[src/rtl/jtag_chain_ctrl.sv]
// jtag_chain_ctrl
// Shared capture/shift/update sequencer for the two JTAG user data chains
// (ER1/ER2) behind the hard JTAG primitive. A single DATA_W shift register is
// time-shared between the chains. A scan is committed to the selected chain's
// shadow register only when exactly DATA_W bits were shifted.
//
// Ports (all synchronous to JTCK, JRST async active-high):
//   JTDI, JSHIFT, JUPDATE     TAP serial data and Shift-DR / Update-DR levels
//   JCE1, JCE2                per-chain capture/shift enables
//   JRTI1, JRTI2              Run-Test/Idle levels per chain
//   CAP1, CAP2                per-chain capture values
//   JTD1, JTD2                per-chain serial outputs
//   UPD1, UPD2                committed shadow values
//   UPD1_STB, UPD2_STB        one-cycle commit strobes
//   RTI1_STB, RTI2_STB        one-cycle strobes on JRTIx rising edge
//   ERR                       sticky: [0] length error, [1] chain collision
//
// state | meaning
// IDLE  | waiting for a capture (JCEx=1, JSHIFT=0)
// SCAN  | chain selected; shifting, pausing, or waiting for update
module jtag_chain_ctrl #(
    parameter int DATA_W = 9,
    parameter int CNT_W  = 4
) (
    input  logic              JTCK,
    input  logic              JRST,
    input  logic              JTDI,
    input  logic              JSHIFT,
    input  logic              JUPDATE,
    input  logic              JCE1,
    input  logic              JCE2,
    input  logic              JRTI1,
    input  logic              JRTI2,
    input  logic [DATA_W-1:0] CAP1,
    input  logic [DATA_W-1:0] CAP2,
    output logic              JTD1,
    output logic              JTD2,
    output logic [DATA_W-1:0] UPD1,
    output logic [DATA_W-1:0] UPD2,
    output logic              UPD1_STB,
    output logic              UPD2_STB,
    output logic              RTI1_STB,
    output logic              RTI2_STB,
    output logic [1:0]        ERR
);

    typedef enum logic {
        ST_IDLE = 1'b0,
        ST_SCAN = 1'b1
    } state_t;

    localparam logic [CNT_W-1:0] LP_FULL = CNT_W'(DATA_W);
    localparam logic [CNT_W-1:0] LP_SAT  = CNT_W'(DATA_W + 1);
    localparam logic [1:0]       SEL_C1  = 2'd1;
    localparam logic [1:0]       SEL_C2  = 2'd2;

    state_t              r_state;
    state_t              w_state_nxt;
    logic [1:0]          r_sel;
    logic [DATA_W-1:0]   r_sr;
    logic [CNT_W-1:0]    r_cnt;
    logic [DATA_W-1:0]   r_upd1;
    logic [DATA_W-1:0]   r_upd2;
    logic                r_upd1_stb;
    logic                r_upd2_stb;
    logic                r_upd_d;
    logic                r_rti1_d;
    logic                r_rti2_d;
    logic                r_rti1_stb;
    logic                r_rti2_stb;
    logic [1:0]          r_err;

    logic                w_upd_rise;
    logic                w_sel_ce;
    logic                w_oth_ce;
    logic                w_cap1;
    logic                w_cap2;
    logic                w_shift;
    logic                w_commit;
    logic                w_len_err;
    logic                w_coll;

    assign w_upd_rise = JUPDATE & ~r_upd_d;
    // In SCAN, r_sel is always C1 or C2, so anything not C1 is chain 2.
    assign w_sel_ce   = (r_sel == SEL_C1) ? JCE1 : JCE2;
    assign w_oth_ce   = (r_sel == SEL_C1) ? JCE2 : JCE1;

    always_ff @(posedge JTCK or posedge JRST) begin
        if (JRST) begin
            r_state <= ST_IDLE;
        end else begin
            r_state <= w_state_nxt;
        end
    end

    always_comb begin
        w_state_nxt = r_state;
        w_cap1      = 1'b0;
        w_cap2      = 1'b0;
        w_shift     = 1'b0;
        w_commit    = 1'b0;
        w_len_err   = 1'b0;
        w_coll      = 1'b0;
        case (r_state)
            ST_IDLE: begin
                // Enables seen with JSHIFT high here had no capture; ignore.
                if (!JSHIFT) begin
                    if (JCE1) begin
                        w_cap1      = 1'b1;
                        w_coll      = JCE2;
                        w_state_nxt = ST_SCAN;
                    end else if (JCE2) begin
                        w_cap2      = 1'b1;
                        w_state_nxt = ST_SCAN;
                    end
                end
            end
            ST_SCAN: begin
                w_coll = w_oth_ce;
                if (w_upd_rise) begin
                    w_state_nxt = ST_IDLE;
                    if (r_cnt == LP_FULL) begin
                        w_commit = 1'b1;
                    end else begin
                        w_len_err = 1'b1;
                    end
                end else if (w_sel_ce && JSHIFT) begin
                    w_shift = 1'b1;
                end
            end
            default: begin
                w_state_nxt = ST_IDLE;
            end
        endcase
    end

    always_ff @(posedge JTCK or posedge JRST) begin
        if (JRST) begin
            r_sel      <= '0;
            r_sr       <= '0;
            r_cnt      <= '0;
            r_upd1     <= '0;
            r_upd2     <= '0;
            r_upd1_stb <= 1'b0;
            r_upd2_stb <= 1'b0;
            r_upd_d    <= 1'b0;
            r_rti1_d   <= 1'b0;
            r_rti2_d   <= 1'b0;
            r_rti1_stb <= 1'b0;
            r_rti2_stb <= 1'b0;
            r_err      <= '0;
        end else begin
            r_upd_d    <= JUPDATE;
            r_rti1_d   <= JRTI1;
            r_rti2_d   <= JRTI2;
            r_rti1_stb <= JRTI1 & ~r_rti1_d;
            r_rti2_stb <= JRTI2 & ~r_rti2_d;
            r_upd1_stb <= 1'b0;
            r_upd2_stb <= 1'b0;
            if (w_cap1) begin
                r_sr  <= CAP1;
                r_sel <= SEL_C1;
                r_cnt <= '0;
            end else if (w_cap2) begin
                r_sr  <= CAP2;
                r_sel <= SEL_C2;
                r_cnt <= '0;
            end
            if (w_shift) begin
                r_sr <= {JTDI, r_sr[DATA_W-1:1]};
                // Saturate one past full so over-long scans never wrap back
                // to an exact-length count.
                if (r_cnt != LP_SAT) begin
                    r_cnt <= r_cnt + 1'b1;
                end
            end
            if (w_commit) begin
                if (r_sel == SEL_C1) begin
                    r_upd1     <= r_sr;
                    r_upd1_stb <= 1'b1;
                end else begin
                    r_upd2     <= r_sr;
                    r_upd2_stb <= 1'b1;
                end
            end
            if (w_len_err) begin
                r_err[0] <= 1'b1;
            end
            if (w_coll) begin
                r_err[1] <= 1'b1;
            end
        end
    end

    assign JTD1     = (r_state == ST_SCAN) && (r_sel == SEL_C1) && r_sr[0];
    assign JTD2     = (r_state == ST_SCAN) && (r_sel == SEL_C2) && r_sr[0];
    assign UPD1     = r_upd1;
    assign UPD2     = r_upd2;
    assign UPD1_STB = r_upd1_stb;
    assign UPD2_STB = r_upd2_stb;
    assign RTI1_STB = r_rti1_stb;
    assign RTI2_STB = r_rti2_stb;
    assign ERR      = r_err;

endmodule

[config.mk]
export PLATFORM = sky130hd
export DESIGN_NAME = jtag_chain_ctrl
export DESIGN_NICKNAME = d
export VERILOG_FILES = /design/src/rtl/jtag_chain_ctrl.sv
export SDC_FILE = /design/constraint.sdc
export NUM_CORES = 1
export LEC_CHECK = 0
export ABC_AREA = 1
export BUFFER_PORTS_ARGS = -buffer_cell sky130_fd_sc_hd__buf_2
export CAP_MARGIN = 15
export CORE_AREA = 2 2 86 88
export DETAILED_ROUTE_END_ITERATION = 8
export DIE_AREA = 0 0 88 90
export PLACE_DENSITY = 0.49
export SLEW_MARGIN = 20
export SYNTH_ARGS = -nofsm -noshare
export SYNTH_HDL_FRONTEND = slang
export SYNTH_SLANG_ARGS = --single-unit
[constraint.sdc]
create_clock -name JTCK -period 3.9 [get_ports JTCK]
set_clock_uncertainty 0.05 [all_clocks]
set_input_delay 0.39 -clock JTCK [delete_from_list [all_inputs] [get_ports JTCK]]
set_output_delay 0.39 -clock JTCK [all_outputs]
set_load 0.1 [all_outputs]
==> impl_metrics.csv <==
group,metric,value,unit
cts,cts_buffers,5,
worst_setup_path,slowest_stage,"nor2_1",
routing,finalWirelength,4520,µm
timing,fmax,0.440,GHz
synth,synth_area_leaders,"dfrtp_1, nand2_1, nand3_1",
die,rows,31,
global_route,grt_pass1_vias,1642,
worst_setup_path,end_kind,"flip-flop",
power_and_ir_drop,switching_share,38.7,%
layout,area_growth,19.9,%
flow_run,maxCapViolCount,0,
routing,wl_per_cell,11.4,µm
cts,clk_path_buf_depth,2,
status,status,"finished, final reports clean",
power_and_ir_drop,power_density,465,nW/µm²
worst_setup_path,crit_path_start_kind,"flip-flop",
cts,h-tree-depth,2,
cts,cts_tree,"yes",
timing,timing.final.ws_setup,1630,ps
power_and_ir_drop,p_comb_share,28.1,%
timing,maxSlewViolCount,0,
layout,final_cell_mix,"nand2_1, buf_2, dfrtp_1, nand3_1, inv_1",
synth,synth_cells,243,
placement,io_buffers,52,
timing,fin_crit,2270,ps
worst_setup_path,r2r_setup_slack,1630,ps
synth,synth_top_area_share,50.4,%
layout,utilization,36.4,%
layout,layout_commonest_cell,"nand2_1",
cts,postCtsSetupRepairBufs,0,
timing,setup_violations,0,
synth,syn_area,2130,µm²
die,die_x,88,µm
timing,period_share,58.2,%
routing,first_pass_iters,4,
die,ioPinCount,53,
power_and_ir_drop,total_power,1.19,mW
die,start_util,30.4,%
power_and_ir_drop,p_int,0.730,mW
worst_setup_path,cp_slowest_stage_delay,590,ps
power_and_ir_drop,power_frac_clock,25.1,%
layout,diodes,0,
power_and_ir_drop,switchingPower,0.461,mW
cts,numClockSinks,43,
power_and_ir_drop,seqPwrFrac,46.8,%
worst_setup_path,critPathMaxFanout,15,
die,core-area,7020,µm²
timing,tns,0,ps
worst_setup_path,timing_worst_setup_path_type,"reg2reg",
cts,cts-resized-gates,0,
cts,cts_root_buf,"clkbuf_8",
routing,initialDrtViolationCount,77,
timing,whs,153,ps
placement,dp_slack,1560,ps
worst_setup_path,worstPathArrival,2470,ps
timing,relSlewSlack,28.4,%
global_route,grt_pass1_wl,7870,µm
power_and_ir_drop,ir_drop,0.000131,V
synth,ys_seq_area_share,50.4,%
global_route,grt_max_degree,25,
die,die_height,90,µm
synth,syn_area_per_cell,8.78,µm²
timing,tightestPinTransition,1070,ps
layout,drive_above_1_share,32.1,%
placement,placed_area,2470,µm²
synth,ys_types,27,
placement,dp.final_hpwl,3260,µm
worst_setup_path,worstPathRequired,4100,ps
routing,drc,0,
die,dieArea,7920,µm²
global_route,antenna_found_initial,0,
synth,yosys_warnings,0,
power_and_ir_drop,p_leak,1.42,nW
synth,yosysTopAreaCell,"dfrtp_1",
global_route,overflow,0,
cts,hold_buffers,0,
timing,final-hold-violation-count,0,
cts,insertion_delay,300,ps
placement,dpl.cell_count,387,
layout,fin_cells,395,
layout,finish.instance_area,2560,µm²
worst_setup_path,worstPathCellList,"nor2_1 > o21ai_1 > nand2_2 > nand3_1 > nand2_1",
synth,yosys_register_bits,43,
routing,ant_nets,0,
timing,rsz0062_at_grt,"no",
routing,via_per_inst,4.29,
worst_hold_path,hold_path.class,"in2reg",
global_route,gr-usage-all-layers,12.7,%
layout,final_nets,325,
synth,synth_fp_nets,273,
routing,vias,1696,
cts,clk_pin_slew,90,ps
placement,gp_congestion,0.774,
[power groups by stage]
stage	clock network, mW	registers [mW]	logic, mW
after floorplan	0	0.566	0.257
after global placement	0	0.567	0.338
after detailed placement	0	0.567	0.340
after CTS	0.311	0.558	0.341
after global routing	0.327	0.566	0.383
final	0.298	0.557	0.335
[cell usage after synthesis]
master and instances:
nand2_4 3, xor2_1 1, nand2_2 5, o21ai_0 3
buf_6 3, dfrtp_1 43, buf_4 1, inv_2 5
nor4_1 1, nor2_1 6, inv_1 29, nor3_1 1
buf_2 3, nor3_4 1, a41o_1 1, nand3_1 34
clkbuf_1 1, nor2_4 1, o21ai_2 18, and3_1 1
xnor2_1 1, or2_2 1, ha_1 3, a21oi_1 1
nand2_1 65, o21ai_1 3, nand3b_1 8
[layout make-up]
cell class | count | area [µm²]
clock buffers | 5 | 68.8
clock inverters | 3 | 23.8
fillers | 747 | 4460
inverters | 34 | 128
multi-input cells | 158 | 871
flip-flops and latches | 43 | 1080
well taps | 99 | 124
repair buffers | 53 | 268
[state kept, by name, summed over array words and instances (netlist names), 2 cells and up]
register / count
UPD1: 9
UPD2: 9
r_cnt: 4
ERR: 2
r_sel: 2
r_sr: 9
[worst paths after layout]
path / from / to / depth (start not counted)
max: r_state / r_sr[3] / 5
min: JRTI1 / r_rti1_d / 1
max reg2reg: r_state / r_sr[3] / 5
min reg2reg: r_rti2_d / RTI2_STB / 1
max in group asynchronous: JRST / UPD1[4] / 3
min in group asynchronous: JRST / r_upd_d / 2
[critical path, delay by kind of cell, from the launching register on]
kind	cells	cell delay, ps
AO/OA/AOI/OAI	1	580
flip-flops	1	430
AND/OR/NAND/NOR	4	1150
[cells by family after synthesis]
group | share of synthesized area, %
adders and majority gates | 1.76
xor gates and xnor gates | 0.821
buffers and inverters | 8.79
and+or+nand+nor | 28.7
AOI/OAI and AO/OA | 9.50
DFF | 50.4
[routing by layer]
metal	wire length [µm]	GRT usage, %	up-vias
met5	0	0	-
met4	103	6.15	0
met3	234	2.57	8
met2	1920	18.2	47
met1	2260	18.0	768
li1	-	-	873
(Power assumes the default switching activity.)
